**src/rtl/arb2to1.sv**
```systemverilog
// Round-robin 2:1 valid/ready arbiter with a one-entry output register and select flag (1 = A).
// Latency 1 cycle, one word per cycle; both readys drop while a held output word is not taken.
module arb2to1 #(
    parameter int WIDTH = 8
) (
    input  logic             clk,
    input  logic             rst,
    input  logic             a_valid,
    input  logic [WIDTH-1:0] a_data,
    output logic             a_ready,
    input  logic             b_valid,
    input  logic [WIDTH-1:0] b_data,
    output logic             b_ready,
    output logic             y_valid,
    output logic [WIDTH-1:0] y_data,
    output logic             y_sel,
    input  logic             y_ready
);

    logic pri;
    logic load;
    logic grant_a;
    logic grant_b;

    assign load    = ~y_valid | y_ready;
    assign grant_a = a_valid & (pri | ~b_valid);
    assign grant_b = b_valid & (~pri | ~a_valid);

    // Readys look only at the other source's valid, so there is no valid -> own-ready path.
    assign a_ready = load & (pri | ~b_valid);
    assign b_ready = load & (~pri | ~a_valid);

    always_ff @(posedge clk or posedge rst) begin
        if (rst) begin
            pri     <= 1'b1;
            y_valid <= 1'b0;
            y_data  <= '0;
            y_sel   <= 1'b0;
        end else if (load) begin
            if (grant_a) begin
                y_data  <= a_data;
                y_sel   <= 1'b1;
                y_valid <= 1'b1;
                pri     <= 1'b0;
            end else if (grant_b) begin
                y_data  <= b_data;
                y_sel   <= 1'b0;
                y_valid <= 1'b1;
                pri     <= 1'b1;
            end else begin
                y_valid <= 1'b0;
            end
        end
    end

endmodule

```
**config.mk**
```make
export PLATFORM = sky130hd
export DESIGN_NAME = arb2to1
export DESIGN_NICKNAME = d
export VERILOG_FILES = /design/src/rtl/arb2to1.sv
export SDC_FILE = /design/constraint.sdc
export NUM_CORES = 1
export LEC_CHECK = 0
export ABC_CLOCK_PERIOD_IN_PS = 900
export CAP_MARGIN = 40
export CORE_AREA = 2 2 39 41
export DETAILED_ROUTE_END_ITERATION = 12
export DIE_AREA = 0 0 41 43
export DONT_BUFFER_PORTS = 1
export GPL_TIMING_DRIVEN = 1
export PLACE_DENSITY = 0.58
export RECOVER_POWER = 50
export SLEW_MARGIN = 20
export SYNTH_ARGS = -nofsm -noshare
export SYNTH_HDL_FRONTEND = slang
export SYNTH_SLANG_ARGS = --single-unit
```
**constraint.sdc**
```tcl
create_clock -name clk -period 0.9 [get_ports clk]
set_input_delay 0.09 -clock clk [delete_from_list [all_inputs] [get_ports clk]]
set_output_delay 0.09 -clock clk [all_outputs]
set_load 0.03 [all_outputs]
```
==> report_table.html, run 1 <==
<table>
<tr><th>Metric</th><th>Value</th></tr>
<tr><th colspan="2">Clock network</th></tr>
<tr><td>Clock buffer count from CTS</td><td>3</td></tr>
<tr><td>H-tree depth</td><td>1</td></tr>
<tr><td>CTS tree</td><td>done</td></tr>
<tr><td>Bufs on Longest Clock Path</td><td>2</td></tr>
<tr><td>TritonCTS sink count</td><td>11</td></tr>
<tr><td>Clock-pin slew reported for the worst setup and hold paths after clock tree synthesis</td><td>0.07 ns</td></tr>
<tr><td>Clock tree root buffer cell</td><td>sky130_fd_sc_hd__clkbuf_4</td></tr>
<tr><td>Clock latency on the worst-skew pair</td><td>0.27 ns</td></tr>
<tr><th colspan="2">Synthesis</th></tr>
<tr><td>Number of synthesized register bits</td><td>11</td></tr>
<tr><td>Syn nets</td><td>between 80 and 90</td></tr>
<tr><td>Largest family of logic cells by synthesized area</td><td>compound AO/OA/AOI/OAI gates</td></tr>
<tr><td>Cell taking the most area after synthesis</td><td>sky130_fd_sc_hd__dfrtp_1</td></tr>
<tr><td>Synth top area share</td><td>between 40% and 50%</td></tr>
<tr><td>Post-synthesis xor/xnor area fraction</td><td>0%</td></tr>
<tr><td>Biggest area contributors in the synthesized netlist</td><td>sky130_fd_sc_hd__dfrtp_1, sky130_fd_sc_hd__o221ai_1, sky130_fd_sc_hd__inv_1</td></tr>
<tr><td>Average size of a mapped cell</td><td>9.364 µm²</td></tr>
<tr><td>Sequential cell area fraction in the yosys report</td><td>47.63%</td></tr>
<tr><td>Cell variety after synth</td><td>17</td></tr>
<tr><td>Post-synthesis instance area</td><td>580.6 µm²</td></tr>
<tr><td>Yosys Warn Count</td><td>0</td></tr>
<tr><td>Mux contribution to synthesized area</td><td>0%</td></tr>
<tr><td>Compound-cell area share of the yosys netlist</td><td>a little under a quarter</td></tr>
<tr><td>Adder-Cell Fraction of Synth Area</td><td>0%</td></tr>
<tr><td>Synth Area in Simple Gates</td><td>18.32%</td></tr>
<tr><td>Synthesized instance count</td><td>between 60 and 70</td></tr>
<tr><th colspan="2">Floorplanning</th></tr>
<tr><td>Total number of placement rows</td><td>14</td></tr>
<tr><td>IO Count</td><td>33</td></tr>
<tr><td>Die height</td><td>43 µm</td></tr>
<tr><td>Initial Util</td><td>between 40% and 50%</td></tr>
<tr><td>Die ar.</td><td>1763 µm²</td></tr>
<tr><td>Placeable core region</td><td>roughly 1400 µm²</td></tr>
<tr><td>Width of the die</td><td>41 µm</td></tr>
<tr><th colspan="2">STA</th></tr>
<tr><td>Max-slew violation count</td><td>0</td></tr>
<tr><td>Setup violations, final</td><td>17</td></tr>
<tr><td>Final period utilization</td><td>140.1%</td></tr>
<tr><td>Min setup slack post-route</td><td>-0.3606 ns</td></tr>
<tr><td>Hold violation count in the final report</td><td>0</td></tr>
<tr><td>Final critical-path required period</td><td>1.261 ns</td></tr>
<tr><td>Slew margin rel.</td><td>70.94%</td></tr>
<tr><td>Final Skew</td><td>0.001053 ns</td></tr>
<tr><td>Transition at the pin with the smallest max-transition slack</td><td>0.4354 ns</td></tr>
<tr><td>Max Fclk</td><td>0.7933 GHz</td></tr>
<tr><td>Final worst hold slack</td><td>about 0.0050 ns</td></tr>
<tr><td>RSZ-0062 raised after global routing</td><td>yes</td></tr>
<tr><th colspan="2">Global route</th></tr>
<tr><td>First-pass GRT wire length</td><td>2518 µm</td></tr>
<tr><td>Number of antenna violations at the first check in global routing</td><td>0</td></tr>
<tr><td>Total congestion overflow after global routing</td><td>0</td></tr>
<tr><td>Pin count of the biggest net entering global routing</td><td>13</td></tr>
<tr><td>Total track usage</td><td>21.28%</td></tr>
<tr><td>Via count of the first global-routing pass</td><td>about 570</td></tr>
<tr><th colspan="2">Worst setup path</th></tr>
<tr><td>Max FO, Critical Path</td><td>3</td></tr>
<tr><td>Type of element launching the critical path</td><td>flop</td></tr>
<tr><td>CP Class</td><td>reg2out</td></tr>
<tr><td>Slowest cell on the critical path</td><td>sky130_fd_sc_hd__dfstp_2</td></tr>
<tr><td>Reg2reg end</td><td>y_data[2]</td></tr>
<tr><td>Critical path capture point type</td><td>primary output</td></tr>
<tr><td>Data arrival time of the worst path</td><td>1.17 ns</td></tr>
<tr><td>Number of cells on the worst reg-to-reg path</td><td>6</td></tr>
<tr><td>CP required</td><td>0.81 ns</td></tr>
<tr><td>Origin of the critical flop-to-flop path</td><td>pri</td></tr>
<tr><td>Worst-case register-to-register setup slack</td><td>-0.33 ns</td></tr>
<tr><td>Delay of the slowest critical-path stage</td><td>0.55 ns</td></tr>
<tr><td>Chain of cells forming the critical path</td><td>nand2_2 -&gt; nand2_4 -&gt; clkinvlp_4 -&gt; buf_6</td></tr>
<tr><th colspan="2">Layout</th></tr>
<tr><td>Layout overhead on the synthesized area</td><td>74.57%</td></tr>
<tr><td>Commonest non-fill, non-tap cell in the layout</td><td>sky130_fd_sc_hd__buf_6</td></tr>
<tr><td>Final standard cell utilization of the core</td><td>73.24%</td></tr>
<tr><td>Final instance count without filler cells</td><td>109</td></tr>
<tr><td># nets final</td><td>around 120</td></tr>
<tr><td>Number of filler instances in the final layout</td><td>roughly 110</td></tr>
<tr><td>Final antenna diode count</td><td>0</td></tr>
<tr><td>Top library cells by usage in the layout, fill and taps aside</td><td>sky130_fd_sc_hd__buf_6, sky130_fd_sc_hd__nand2_1, sky130_fd_sc_hd__inv_1</td></tr>
<tr><td>Fraction of layout instances using a drive strength above 1</td><td>52.69%</td></tr>
<tr><th colspan="2">Detailed routing</th></tr>
<tr><td>DR pass1 iterations</td><td>4</td></tr>
<tr><td>Total met3 wirelength after detailed routing</td><td>132 µm</td></tr>
<tr><td>Total Routed Length</td><td>1717 µm</td></tr>
<tr><td>Met2 layer wire length in the routed design</td><td>927 µm</td></tr>
<tr><td>Iteration-0 DRC count of the detailed router</td><td>13</td></tr>
<tr><td>Uppermost signal routing layer after detailed routing</td><td>met4</td></tr>
<tr><td>Avg WL per Cell</td><td>15.75 µm</td></tr>
<tr><td>Via total after detailed routing</td><td>585</td></tr>
<tr><td>DRT antenna net count</td><td>0</td></tr>
<tr><td>Remaining design rule violation count</td><td>0</td></tr>
<tr><td>Detail-routed via count per cell</td><td>5.367</td></tr>
<tr><td>Length of routed wiring on met1</td><td>649 µm</td></tr>
<tr><th colspan="2">Placement</th></tr>
<tr><td>Routability Congestion</td><td>0.7508</td></tr>
<tr><td>Placed cell count</td><td>89</td></tr>
<tr><td>Quantity of I/O buffers inserted on ports</td><td>0</td></tr>
<tr><td>Final HPWL DP</td><td>between 1000 and 1500 µm</td></tr>
<tr><th colspan="2">Worst hold path</th></tr>
<tr><td>Hold EP</td><td>y_data[0]</td></tr>
<tr><td>Source of the worst hold timing path</td><td>a_data[0]</td></tr>
<tr><td>Hold WC Path Type</td><td>in2reg</td></tr>
<tr><td>Worst Hold Path Cells</td><td>2</td></tr>
<tr><th colspan="2">Run status</th></tr>
<tr><td>Violations in the final reports</td><td>negative setup slack</td></tr>
<tr><td>Run status</td><td>complete, but fails checks</td></tr>
<tr><th colspan="2">Pwr</th></tr>
<tr><td>Largest vdd supply drop</td><td>1.163 mV</td></tr>
<tr><td>Power density cells</td><td>1696 nW/µm²</td></tr>
<tr><td>Total leakage power</td><td>0.4667 nW</td></tr>
<tr><td>Overall Power</td><td>0.001719 W</td></tr>
<tr><th colspan="2">Flow run</th></tr>
<tr><td>Max Cap Violations</td><td>0</td></tr>
</table>
==> power breakdown <==
part           internal, W  switching, W
clock network     0.000172      0.000166
logic             0.000364      0.000383
registers         0.000575     0.0000589
total              0.00111      0.000609
==> through the flow <==
step / worst slack, ns / area [µm²] / setup TNS (ns)
2_1_floorplan: -0.2110 / 611.8 / -2.087
3_3_place_gp: -0.1749 / 728.2 / -1.664
3_5_place_dp: -0.2144 / 728.2 / -1.929
4_1_cts: -0.3698 / 942.2 / -3.354
5_1_grt: -0.4234 / 1013 / -4.427
6_report: -0.3606 / 1013 / -3.606
==> state kept, by name (all words and copies together), names as in the netlist <==
| register | count |
|---|---|
| y_data | 8 |
| pri | 1 |
| y_sel | 1 |
| y_valid | 1 |
==> area by class of cell <==
cell class                 instances  area (µm²)  area share [%]
clock buffer                       4       26.28           2.593
multi-input combinational         38       347.8           34.32
timing repair buffer              29       296.5           29.26
inverter                          11       45.04           4.444
tap                               16       20.02           1.975
sequential                        11       277.8           27.41
==> worst max-delay path by stage <==
stage | from | end | slack, ns | cells past startpoint
2_1_floorplan | y_valid | pri | -0.21 | 4
5_1_grt | pri | b_ready | -0.42 | 4
6_report | pri | b_ready | -0.36 | 4
4_1_cts | pri | b_ready | -0.37 | 4
3_3_place_gp | pri | y_data[5] | -0.17 | 3
3_5_place_dp | pri | y_data[6] | -0.21 | 3
==> logic make-up after synthesis <==
logic type	after synthesis
flip-flops	11
AND/OR/NAND/NOR	18
AO/OA/AOI/OAI	19
buffers and inverters	14
==> cell usage after synthesis, drive strengths merged <==
master and n:
o2bb2ai 1, o21ai 9, dfstp 1, dfrtp 10, nor2 2, nand2b 2, a21oi 1, nand2 12
buf 3, nor2b 1, nand3 1, inv 11, o221ai 8
==> routing by layer <==
layer / up-vias / track usage, %
li1: 275 / -
met2: 26 / 31.56
met4: 0 / 8.000
met3: 2 / 3.665
met5: - / 0
met1: 282 / 29.97
==> critical path: cells and delay by family (launching register included) <==
kind | cells | cell delay [ns]
AND/OR/NAND/NOR | 2 | 0.13
buffers and inverters | 2 | 0.22
flip-flops | 1 | 0.55
==> repair_timing <==
| action | CTS | global route |
|---|---|---|
| gates cloned | 1 | 0 |
| resized for setup | 20 | 8 |
| setup buffers | 7 | 5 |
| setup endpoints to repair | 22 | 22 |
| hold buffers | 4 | 0 |
| pin swaps | 4 | 2 |
| hold endpoints to repair | 13 | 0 |
Power figures use the tool's default switching activity.
==> inputs of run 2 (changes only) <==
--- a/config.mk
+++ b/config.mk
@@ -13,7 +13,6 @@
 export DONT_BUFFER_PORTS = 1
 export GPL_TIMING_DRIVEN = 1
 export PLACE_DENSITY = 0.58
-export RECOVER_POWER = 50
 export SLEW_MARGIN = 20
 export SYNTH_ARGS = -nofsm -noshare
 export SYNTH_HDL_FRONTEND = slang
==> results of run 2 <==
The final DEF is identical to that of run 1; final timing and power are the same.
